[src/rtl/cache2vias_pkg.sv]
// Shared types and sizes for the 2-way cache controller.
// Optional build macro: CACHE2VIAS_STATS_EN (hit/miss counters).
package cache2vias_pkg;

  localparam int DATA_W  = 3;
  localparam int INDEX_W = 2;
  localparam int TAG_W   = 3;
  localparam int ADDR_W  = TAG_W + INDEX_W;
  localparam int WAYS    = 2;
  localparam int SETS    = 1 << INDEX_W;

  typedef enum logic [2:0] {
    IDLE,
    LOOKUP,
    WR_HIT,
    RAM_RD,
    FILL,
    RAM_WR,
    RESP
  } state_t;

  function automatic logic other_way(input logic w);
    return ~w;
  endfunction

endpackage

[src/rtl/cache2vias_if.sv]
// CPU-side and RAM-side handshake bundles of the cache controller.
// Master drives the request, slave drives the response.
interface cache2vias_cpu_if;
  import cache2vias_pkg::*;

  logic              cpu_req;
  logic              cpu_we;
  logic [ADDR_W-1:0] cpu_addr;
  logic [DATA_W-1:0] cpu_wdata;
  logic              cpu_ack;
  logic [DATA_W-1:0] cpu_rdata;
  logic              cpu_busy;

  modport master (
    output cpu_req, cpu_we, cpu_addr, cpu_wdata,
    input  cpu_ack, cpu_rdata, cpu_busy
  );

  modport slave (
    input  cpu_req, cpu_we, cpu_addr, cpu_wdata,
    output cpu_ack, cpu_rdata, cpu_busy
  );
endinterface

interface cache2vias_ram_if;
  import cache2vias_pkg::*;

  logic              ram_req;
  logic              ram_we;
  logic [ADDR_W-1:0] ram_addr;
  logic [DATA_W-1:0] ram_wdata;
  logic              ram_ready;
  logic [DATA_W-1:0] ram_rdata;

  modport master (
    output ram_req, ram_we, ram_addr, ram_wdata,
    input  ram_ready, ram_rdata
  );

  modport slave (
    input  ram_req, ram_we, ram_addr, ram_wdata,
    output ram_ready, ram_rdata
  );
endinterface

[src/rtl/cache2vias_tag_store.sv]
// Tags, valid bits and per-set LRU for the 2-way cache.
// Lookup is combinational; updates land on the clock edge.
module cache2vias_tag_store
  import cache2vias_pkg::*;
(
  input  logic               clk,
  input  logic               rst_n,
  input  logic [INDEX_W-1:0] lk_idx,
  input  logic [TAG_W-1:0]   lk_tag,
  output logic               hit,
  output logic               hit_way,
  output logic               victim,
  input  logic               upd_way,
  input  logic [INDEX_W-1:0] upd_idx,
  input  logic [TAG_W-1:0]   upd_tag,
  input  logic               set_valid,
  input  logic               touch_lru
);

  logic [WAYS-1:0][SETS-1:0][TAG_W-1:0] tags;
  logic [WAYS-1:0][SETS-1:0]            valid;
  logic [SETS-1:0]                      lru;
  logic                                 m0;
  logic                                 m1;

  // way0 wins when both match; invalid ways never hit
  always_comb begin
    m0      = valid[0][lk_idx] && (tags[0][lk_idx] == lk_tag);
    m1      = valid[1][lk_idx] && (tags[1][lk_idx] == lk_tag);
    hit     = m0 | m1;
    hit_way = !m0 && m1;
    if (!valid[0][lk_idx])
      victim = 1'b0;
    else if (!valid[1][lk_idx])
      victim = 1'b1;
    else
      victim = lru[lk_idx];
  end

  // lru[set] names the way to evict next
  always_ff @(posedge clk or negedge rst_n) begin
    if (!rst_n) begin
      valid <= '0;
      lru   <= '0;
    end else begin
      if (set_valid)
        valid[upd_way][upd_idx] <= 1'b1;
      if (touch_lru)
        lru[upd_idx] <= other_way(upd_way);
    end
  end

  // tag contents need no reset, the valid bits guard them
  always_ff @(posedge clk) begin
    if (set_valid)
      tags[upd_way][upd_idx] <= upd_tag;
  end

endmodule

[src/rtl/cache2vias_ctrl.sv]
// 2-way write-through cache controller, no write-allocate.
// Build macro CACHE2VIAS_STATS_EN adds stat_hits/stat_misses.
module cache2vias_ctrl
  import cache2vias_pkg::*;
(
  input  logic               clock,
  input  logic               reset_n,
  cache2vias_cpu_if.slave    cpu,
  cache2vias_ram_if.master   ram,
  output logic [INDEX_W:0]   address_cache,
  output logic [DATA_W-1:0]  dado,
  output logic [DATA_W-1:0]  dado_ram,
  output logic               hit,
  output logic               writecache,
  input  logic [DATA_W-1:0]  data_out
`ifdef CACHE2VIAS_STATS_EN
  ,
  output logic [7:0]         stat_hits,
  output logic [7:0]         stat_misses
`endif
);

  state_t             state;
  logic               we_q;
  logic [ADDR_W-1:0]  addr_q;
  logic [DATA_W-1:0]  wdata_q;
  logic [ADDR_W-1:0]  lk_addr;
  logic [INDEX_W-1:0] idx_q;
  logic [TAG_W-1:0]   tag_q;
  logic               ts_hit;
  logic               ts_way;
  logic               ts_victim;
  logic               upd_way;
  logic               set_valid;
  logic               touch_lru;

  assign idx_q        = addr_q[INDEX_W-1:0];
  assign tag_q        = addr_q[ADDR_W-1:INDEX_W];
  assign cpu.cpu_busy = (state != IDLE);

  // look up the incoming address in IDLE so the array
  // address is ready for the LOOKUP cycle
  assign lk_addr = (state == IDLE) ? cpu.cpu_addr : addr_q;

  cache2vias_tag_store u_tags (
    .clk       (clock),
    .rst_n     (reset_n),
    .lk_idx    (lk_addr[INDEX_W-1:0]),
    .lk_tag    (lk_addr[ADDR_W-1:INDEX_W]),
    .hit       (ts_hit),
    .hit_way   (ts_way),
    .victim    (ts_victim),
    .upd_way   (upd_way),
    .upd_idx   (idx_q),
    .upd_tag   (tag_q),
    .set_valid (set_valid),
    .touch_lru (touch_lru)
  );

  // tag store updates: LRU on read hit / write hit, fill on FILL
  always_comb begin
    upd_way   = address_cache[INDEX_W];
    set_valid = 1'b0;
    touch_lru = 1'b0;
    if (state == LOOKUP && ts_hit && !we_q) begin
      upd_way   = ts_way;
      touch_lru = 1'b1;
    end
    if (state == WR_HIT)
      touch_lru = 1'b1;
    if (state == FILL) begin
      set_valid = 1'b1;
      touch_lru = 1'b1;
    end
  end

  // main sequencer with registered outputs
  always_ff @(posedge clock or negedge reset_n) begin
    if (!reset_n) begin
      state         <= IDLE;
      we_q          <= 1'b0;
      addr_q        <= '0;
      wdata_q       <= '0;
      cpu.cpu_ack   <= 1'b0;
      cpu.cpu_rdata <= '0;
      ram.ram_req   <= 1'b0;
      ram.ram_we    <= 1'b0;
      ram.ram_addr  <= '0;
      ram.ram_wdata <= '0;
      address_cache <= '0;
      dado          <= '0;
      dado_ram      <= '0;
      hit           <= 1'b1;
      writecache    <= 1'b0;
    end else begin
      unique case (state)
        IDLE: begin
          if (cpu.cpu_req) begin
            we_q          <= cpu.cpu_we;
            addr_q        <= cpu.cpu_addr;
            wdata_q       <= cpu.cpu_wdata;
            address_cache <= {ts_way,
                              cpu.cpu_addr[INDEX_W-1:0]};
            state         <= LOOKUP;
          end
        end
        LOOKUP: begin
          unique case (1'b1)
            (ts_hit && !we_q): begin
              address_cache <= {ts_way, idx_q};
              cpu.cpu_rdata <= data_out;
              cpu.cpu_ack   <= 1'b1;
              state         <= RESP;
            end
            (!ts_hit && !we_q): begin
              ram.ram_req  <= 1'b1;
              ram.ram_we   <= 1'b0;
              ram.ram_addr <= addr_q;
              state        <= RAM_RD;
            end
            (ts_hit && we_q): begin
              address_cache <= {ts_way, idx_q};
              writecache    <= 1'b1;
              hit           <= 1'b1;
              dado          <= wdata_q;
              state         <= WR_HIT;
            end
            default: begin
              ram.ram_req   <= 1'b1;
              ram.ram_we    <= 1'b1;
              ram.ram_addr  <= addr_q;
              ram.ram_wdata <= wdata_q;
              state         <= RAM_WR;
            end
          endcase
        end
        WR_HIT: begin
          writecache    <= 1'b0;
          ram.ram_req   <= 1'b1;
          ram.ram_we    <= 1'b1;
          ram.ram_addr  <= addr_q;
          ram.ram_wdata <= wdata_q;
          state         <= RAM_WR;
        end
        RAM_RD: begin
          if (ram.ram_ready) begin
            ram.ram_req   <= 1'b0;
            dado_ram      <= ram.ram_rdata;
            address_cache <= {ts_victim, idx_q};
            writecache    <= 1'b0;
            hit           <= 1'b0;
            state         <= FILL;
          end
        end
        FILL: begin
          hit           <= 1'b1;
          cpu.cpu_rdata <= dado_ram;
          cpu.cpu_ack   <= 1'b1;
          state         <= RESP;
        end
        RAM_WR: begin
          if (ram.ram_ready) begin
            ram.ram_req <= 1'b0;
            ram.ram_we  <= 1'b0;
            cpu.cpu_ack <= 1'b1;
            state       <= RESP;
          end
        end
        RESP: begin
          cpu.cpu_ack <= 1'b0;
          state       <= IDLE;
        end
        default: state <= IDLE;
      endcase
    end
  end

`ifdef CACHE2VIAS_STATS_EN
  // saturating hit/miss counters, stepped in LOOKUP
  always_ff @(posedge clock or negedge reset_n) begin
    if (!reset_n) begin
      stat_hits   <= '0;
      stat_misses <= '0;
    end else if (state == LOOKUP) begin
      if (ts_hit && stat_hits != 8'hFF)
        stat_hits <= stat_hits + 8'd1;
      if (!ts_hit && stat_misses != 8'hFF)
        stat_misses <= stat_misses + 8'd1;
    end
  end
`endif

endmodule

[src/flat_wrapper.sv]
// flat-port wrapper written by rule: the top's interface ports become plain ports
module cache2vias_ctrl_flat import cache2vias_pkg::*;
  (clock, reset_n, address_cache, dado, dado_ram, hit, writecache, data_out, cpu_cpu_req, cpu_cpu_we, cpu_cpu_addr, cpu_cpu_wdata, cpu_cpu_ack, cpu_cpu_rdata, cpu_cpu_busy, ram_ram_req, ram_ram_we, ram_ram_addr, ram_ram_wdata, ram_ram_ready, ram_ram_rdata);
  cache2vias_cpu_if cpu_i ();
  cache2vias_ram_if ram_i ();
  input  logic clock;
  input  logic reset_n;
  output logic [INDEX_W:0] address_cache;
  output logic [DATA_W-1:0] dado;
  output logic [DATA_W-1:0] dado_ram;
  output logic hit;
  output logic writecache;
  input  logic [DATA_W-1:0] data_out;
  input wire logic [$bits(cpu_i.cpu_req)-1:0] cpu_cpu_req;
  input wire logic [$bits(cpu_i.cpu_we)-1:0] cpu_cpu_we;
  input wire logic [$bits(cpu_i.cpu_addr)-1:0] cpu_cpu_addr;
  input wire logic [$bits(cpu_i.cpu_wdata)-1:0] cpu_cpu_wdata;
  output wire logic [$bits(cpu_i.cpu_ack)-1:0] cpu_cpu_ack;
  output wire logic [$bits(cpu_i.cpu_rdata)-1:0] cpu_cpu_rdata;
  output wire logic [$bits(cpu_i.cpu_busy)-1:0] cpu_cpu_busy;
  output wire logic [$bits(ram_i.ram_req)-1:0] ram_ram_req;
  output wire logic [$bits(ram_i.ram_we)-1:0] ram_ram_we;
  output wire logic [$bits(ram_i.ram_addr)-1:0] ram_ram_addr;
  output wire logic [$bits(ram_i.ram_wdata)-1:0] ram_ram_wdata;
  input wire logic [$bits(ram_i.ram_ready)-1:0] ram_ram_ready;
  input wire logic [$bits(ram_i.ram_rdata)-1:0] ram_ram_rdata;
  assign cpu_i.cpu_req = cpu_cpu_req;
  assign cpu_i.cpu_we = cpu_cpu_we;
  assign cpu_i.cpu_addr = cpu_cpu_addr;
  assign cpu_i.cpu_wdata = cpu_cpu_wdata;
  assign cpu_cpu_ack = cpu_i.cpu_ack;
  assign cpu_cpu_rdata = cpu_i.cpu_rdata;
  assign cpu_cpu_busy = cpu_i.cpu_busy;
  assign ram_ram_req = ram_i.ram_req;
  assign ram_ram_we = ram_i.ram_we;
  assign ram_ram_addr = ram_i.ram_addr;
  assign ram_ram_wdata = ram_i.ram_wdata;
  assign ram_i.ram_ready = ram_ram_ready;
  assign ram_i.ram_rdata = ram_ram_rdata;
  cache2vias_ctrl u_core (.clock(clock), .reset_n(reset_n), .cpu(cpu_i), .ram(ram_i), .address_cache(address_cache), .dado(dado), .dado_ram(dado_ram), .hit(hit), .writecache(writecache), .data_out(data_out));
endmodule
[config.mk]
export PLATFORM = sky130hd
export DESIGN_NAME = cache2vias_ctrl_flat
export DESIGN_NICKNAME = d
export VERILOG_FILES = /design/src/rtl/cache2vias_pkg.sv /design/src/rtl/cache2vias_if.sv /design/src/rtl/cache2vias_tag_store.sv /design/src/rtl/cache2vias_ctrl.sv /design/src/flat_wrapper.sv
export SDC_FILE = /design/constraint.sdc
export NUM_CORES = 1
export LEC_CHECK = 0
export CORE_ASPECT_RATIO = 0.8
export CORE_UTILIZATION = 30
export CTS_BUF_LIST = sky130_fd_sc_hd__clkbuf_2
export CTS_CLUSTER_SIZE = 10
export DETAILED_ROUTE_END_ITERATION = 8
export PLACE_DENSITY = 0.59
export SLEW_MARGIN = 15
export SYNTH_ARGS = -nofsm -noshare
export SYNTH_HDL_FRONTEND = slang
export SYNTH_HIERARCHICAL = 1
export SYNTH_SLANG_ARGS = --single-unit
[constraint.sdc]
create_clock -name clock -period 4.6 [get_ports clock]
set_clock_uncertainty 0.2 [all_clocks]
set_input_delay 0.92 -clock clock [delete_from_list [all_inputs] [get_ports clock]]
set_output_delay 0.92 -clock clock [all_outputs]
set_load 0.01 [all_outputs]
==> out/metrics.csv <==
stage;metric;value;unit
run_status;status;completed;
worst_setup_path;Reg2Reg Capture Point;u_core/u_tags/tags[0];
synthesis;Synth cell types;41;
worst_setup_path;CP bufs+invs;1;
detailed_routing;# DRC;0;
cts;root buffer cell;clkbuf_2;
worst_setup_path;CP Class;primary input to flop;
place;routability cong.;0.803;
global_routing;All-Layer GR Usage;0.140;
floorplanning;Die ar.;12000;um^2
layout;area grow syn2layout;20.4;%
synthesis;syn_nets;300;
global_routing;total gr overflow;0;
global_routing;busiest grt layer;met1;
global_routing;vias in the first global route;2294;
sta;Tightest Pin Transition;0.898;ns
synthesis;cell count after synthesis;276;
sta;final hold viol count;0;
detailed_routing;routed len/inst;16.0;um
global_routing;largest net degree at the start of global routing;50;
cts;clk sinks;73;
sta;final worst path period need;3.95;ns
place;area post-placement;4040;um^2
worst_setup_path;critical path, cell by cell;clkdlybuf4s50_1 -> mux2_2 -> mux4_2 -> xnor2_1 -> nand4_1 -> nand2_1 -> nand4_1 -> mux2_2 -> nand2b_1 -> nor3_1;
sta;slew margin rel.;0.397;
cts;clk_lat worst skew;0.54;ns
power_and_ir_drop;Max VDD drop;0.274;mV
sta;Total Neg Setup Slack;0;ns
synthesis;Synth top cells by count;dfrtp_1 (48), mux2_2 (30), edfxtp_1 (24), nor2_1 (24), nand2_1 (23);
synthesis;syn avg cell area;12.5;um^2
sta;Fmax;0.253;GHz
synthesis;Seq/Total Area, Yosys;0.564;
layout;Final Instance Area;4160;um^2
place;Post-DP HPWL;5.37;mm
floorplanning;Die X;122;um
worst_setup_path;worst r2r path cells;11;
power_and_ir_drop;Power Total;2.96;mW
sta;WHS;0.251;ns
global_routing;first-pass GRT wire length;12.5;mm
sta;Tcrit/Tclk final;0.858;
synthesis;Synth Flop Type;dfrtp_1;
worst_setup_path;Worst path top cell family by delay;multiplexers;
synthesis;#FFs+latches synth;73;
job;Max Cap Viol;0;
worst_setup_path;CP endpoint kind;flop;
synthesis;Syn. warnings;6;
cts;CTS Buffer Depth;2;
layout;register area;1950;um^2
worst_setup_path;CP Launch Type;primary input;
floorplanning;IO Count;45;
sta;Pins Over Slew Limit;0;
synthesis;post-synth top area share;0.348;
detailed_routing;iteration count of the initial detailed-routing pass;4;
worst_setup_path;Worst Path Max Fanout;8;
sta;# setup viols final;0;
worst_setup_path;RR Startpoint;u_core/state[0];
detailed_routing;via count of the routed design;2302;
layout;share of cells above drive strength 1;0.227;
power_and_ir_drop;Power Density;711;nW/um^2
worst_setup_path;flop-to-flop setup slack;0.81;ns
worst_setup_path;largest stage delay on the critical path;0.55;ns
layout;area of the multi-input gates;1380;um^2
floorplanning;Rows;34;
global_routing;GR Util met1;0.211;
worst_setup_path;Worst EP required;4.60;ns
layout;fill count;1071;
floorplanning;Core ar.;11000;um^2
cts;clk slew on worst S/H paths;0.22;ns
layout;antenna diode count;0;
cts;H-tree depth;3;
worst_setup_path;Crit-path slowest cell;mux4_2;
global_routing;grt met2 use;0.177;
cts;post-CTS resize count;0;
worst_setup_path;CP arrival;3.95;ns
sta;unrepaired setup endpoints after global routing;no;
layout;Final nets;350;
cts;CTS tree;done;
place;PortBufs;44;
synthesis;Synth async-reset ratio;0.671;
global_routing;initial antenna violation count;0;
floorplanning;DIE HEIGHT;98.0;um
detailed_routing;Routed Antenna Nets;0;
detailed_routing;Routed WL;7.59;mm
synthesis;Post-Syn Area;3450;um^2
cts;CTS Hold Buffers Added;0;
cts;setup bufs post-CTS;0;
detailed_routing;vias per cell;4.85;
synthesis;EDFF count, synth;24;
cts;TritonCTS Buffers;9;
hold_path;HP Class;primary input to asynchronous set/reset pin;
detailed_routing;DR iter-0 viols;169;
floorplanning;Initial Util;0.314;
power_and_ir_drop;Lkg Pwr;1.62;nW
global_routing;met3 GRT Util;0.0561;
synthesis;synth top area cells;dfrtp_1 (35%), edfxtp_1 (21%), mux2_2 (9.8%), mux4_2 (5.2%), nor2_1 (2.6%);
synthesis;area leader, netlist;dfrtp_1;
synthesis;most numerous cell in the Yosys netlist;dfrtp_1;
-- power breakdown --
group / switching, mW / internal (mW)
combinational: 0.689 / 0.749
clock: 0.248 / 0.131
sequential: 0.215 / 0.924
total: 1.15 / 1.80
-- flip-flops by register name (all words and copies together), names as in the netlist, 4 cells and up --
register / count
u_core/u_tags/tags: 24
u_core/addr_q: 5
u_core/ram.ram_addr: 5
u_core/u_tags/lru: 4
u_core/u_tags/valid: 8
-- cell type report --
class | count | share of cell area
inverters | 9 | 0.00813
multi-input cells | 181 | 0.331
clock inverters | 7 | 0.0187
repair buffers | 52 | 0.119
flip-flops and latches | 73 | 0.469
clock buffers | 9 | 0.0108
well taps | 144 | 0.0433
-- cell usage in the layout, fill, tap and decap left out, drive strengths merged --
cell type	netlist	layout
edfxtp	24	24
nand2b	4	4
nand2	24	24
o221ai	1	1
mux4	9	9
mux2i	3	3
clkinv	0	2
nand4	3	3
or2	8	8
bufinv	0	1
buf	9	9
and2b	1	1
inv	9	12
dfstp	1	1
or3	1	1
nor2b	6	6
and2	1	1
a21oi	13	13
nand3	4	4
o311ai	2	2
nor2	24	24
nand3b	2	2
o22ai	9	9
clkdlybuf4s50	0	43
mux2	31	31
nor3	5	5
ha	5	5
xnor2	7	7
clkinvlp	0	1
clkbuf	4	9
and3	1	1
dfrtp	48	48
o21ai	15	15
a21boi	2	2
-- kinds of logic (layout without fill, tap and decap cells) --
logic type / Yosys count / in the layout / share of synthesized area
DFF: 73 / 73 / 0.564
buffers and inverters: 22 / 77 / 0.0373
AOI/OAI and AO/OA: 42 / 42 / 0.0688
and+or+nand+nor: 84 / 84 / 0.124
adders and majority gates: 5 / 5 / 0.0181
muxes: 43 / 43 / 0.171
xor gates and xnor gates: 7 / 7 / 0.0177
-- metal layers --
layer,up-vias,part of all wire
li1,1087,-
met1,1130,0.52
met2,76,0.39
met3,9,0.073
met4,0,0.011
met5,-,0
-- stage by stage --
step,cells,util,setup slack [ns]
floorplan,276,-,0.984
global placement,459,0.366,0.212
detailed placement,459,0.366,0.0934
CTS,475,0.377,0.734
global route,475,0.377,0.517
finish,475,0.377,0.654
-- worst max-delay path by stage --
stage                               start                    end  depth (start not counted)
after floorplan           cpu_cpu_addr[0]  u_core/u_tags/tags[0]                         10
after global placement    cpu_cpu_addr[0]  u_core/u_tags/tags[2]                         10
after CTS                 cpu_cpu_addr[0]  u_core/u_tags/tags[0]                         10
final                     cpu_cpu_addr[0]  u_core/u_tags/tags[0]                         10
after global routing      cpu_cpu_addr[0]  u_core/u_tags/tags[2]                         10
after detailed placement  cpu_cpu_addr[0]  u_core/u_tags/tags[2]                         10
Power figures use the tool's default switching activity.
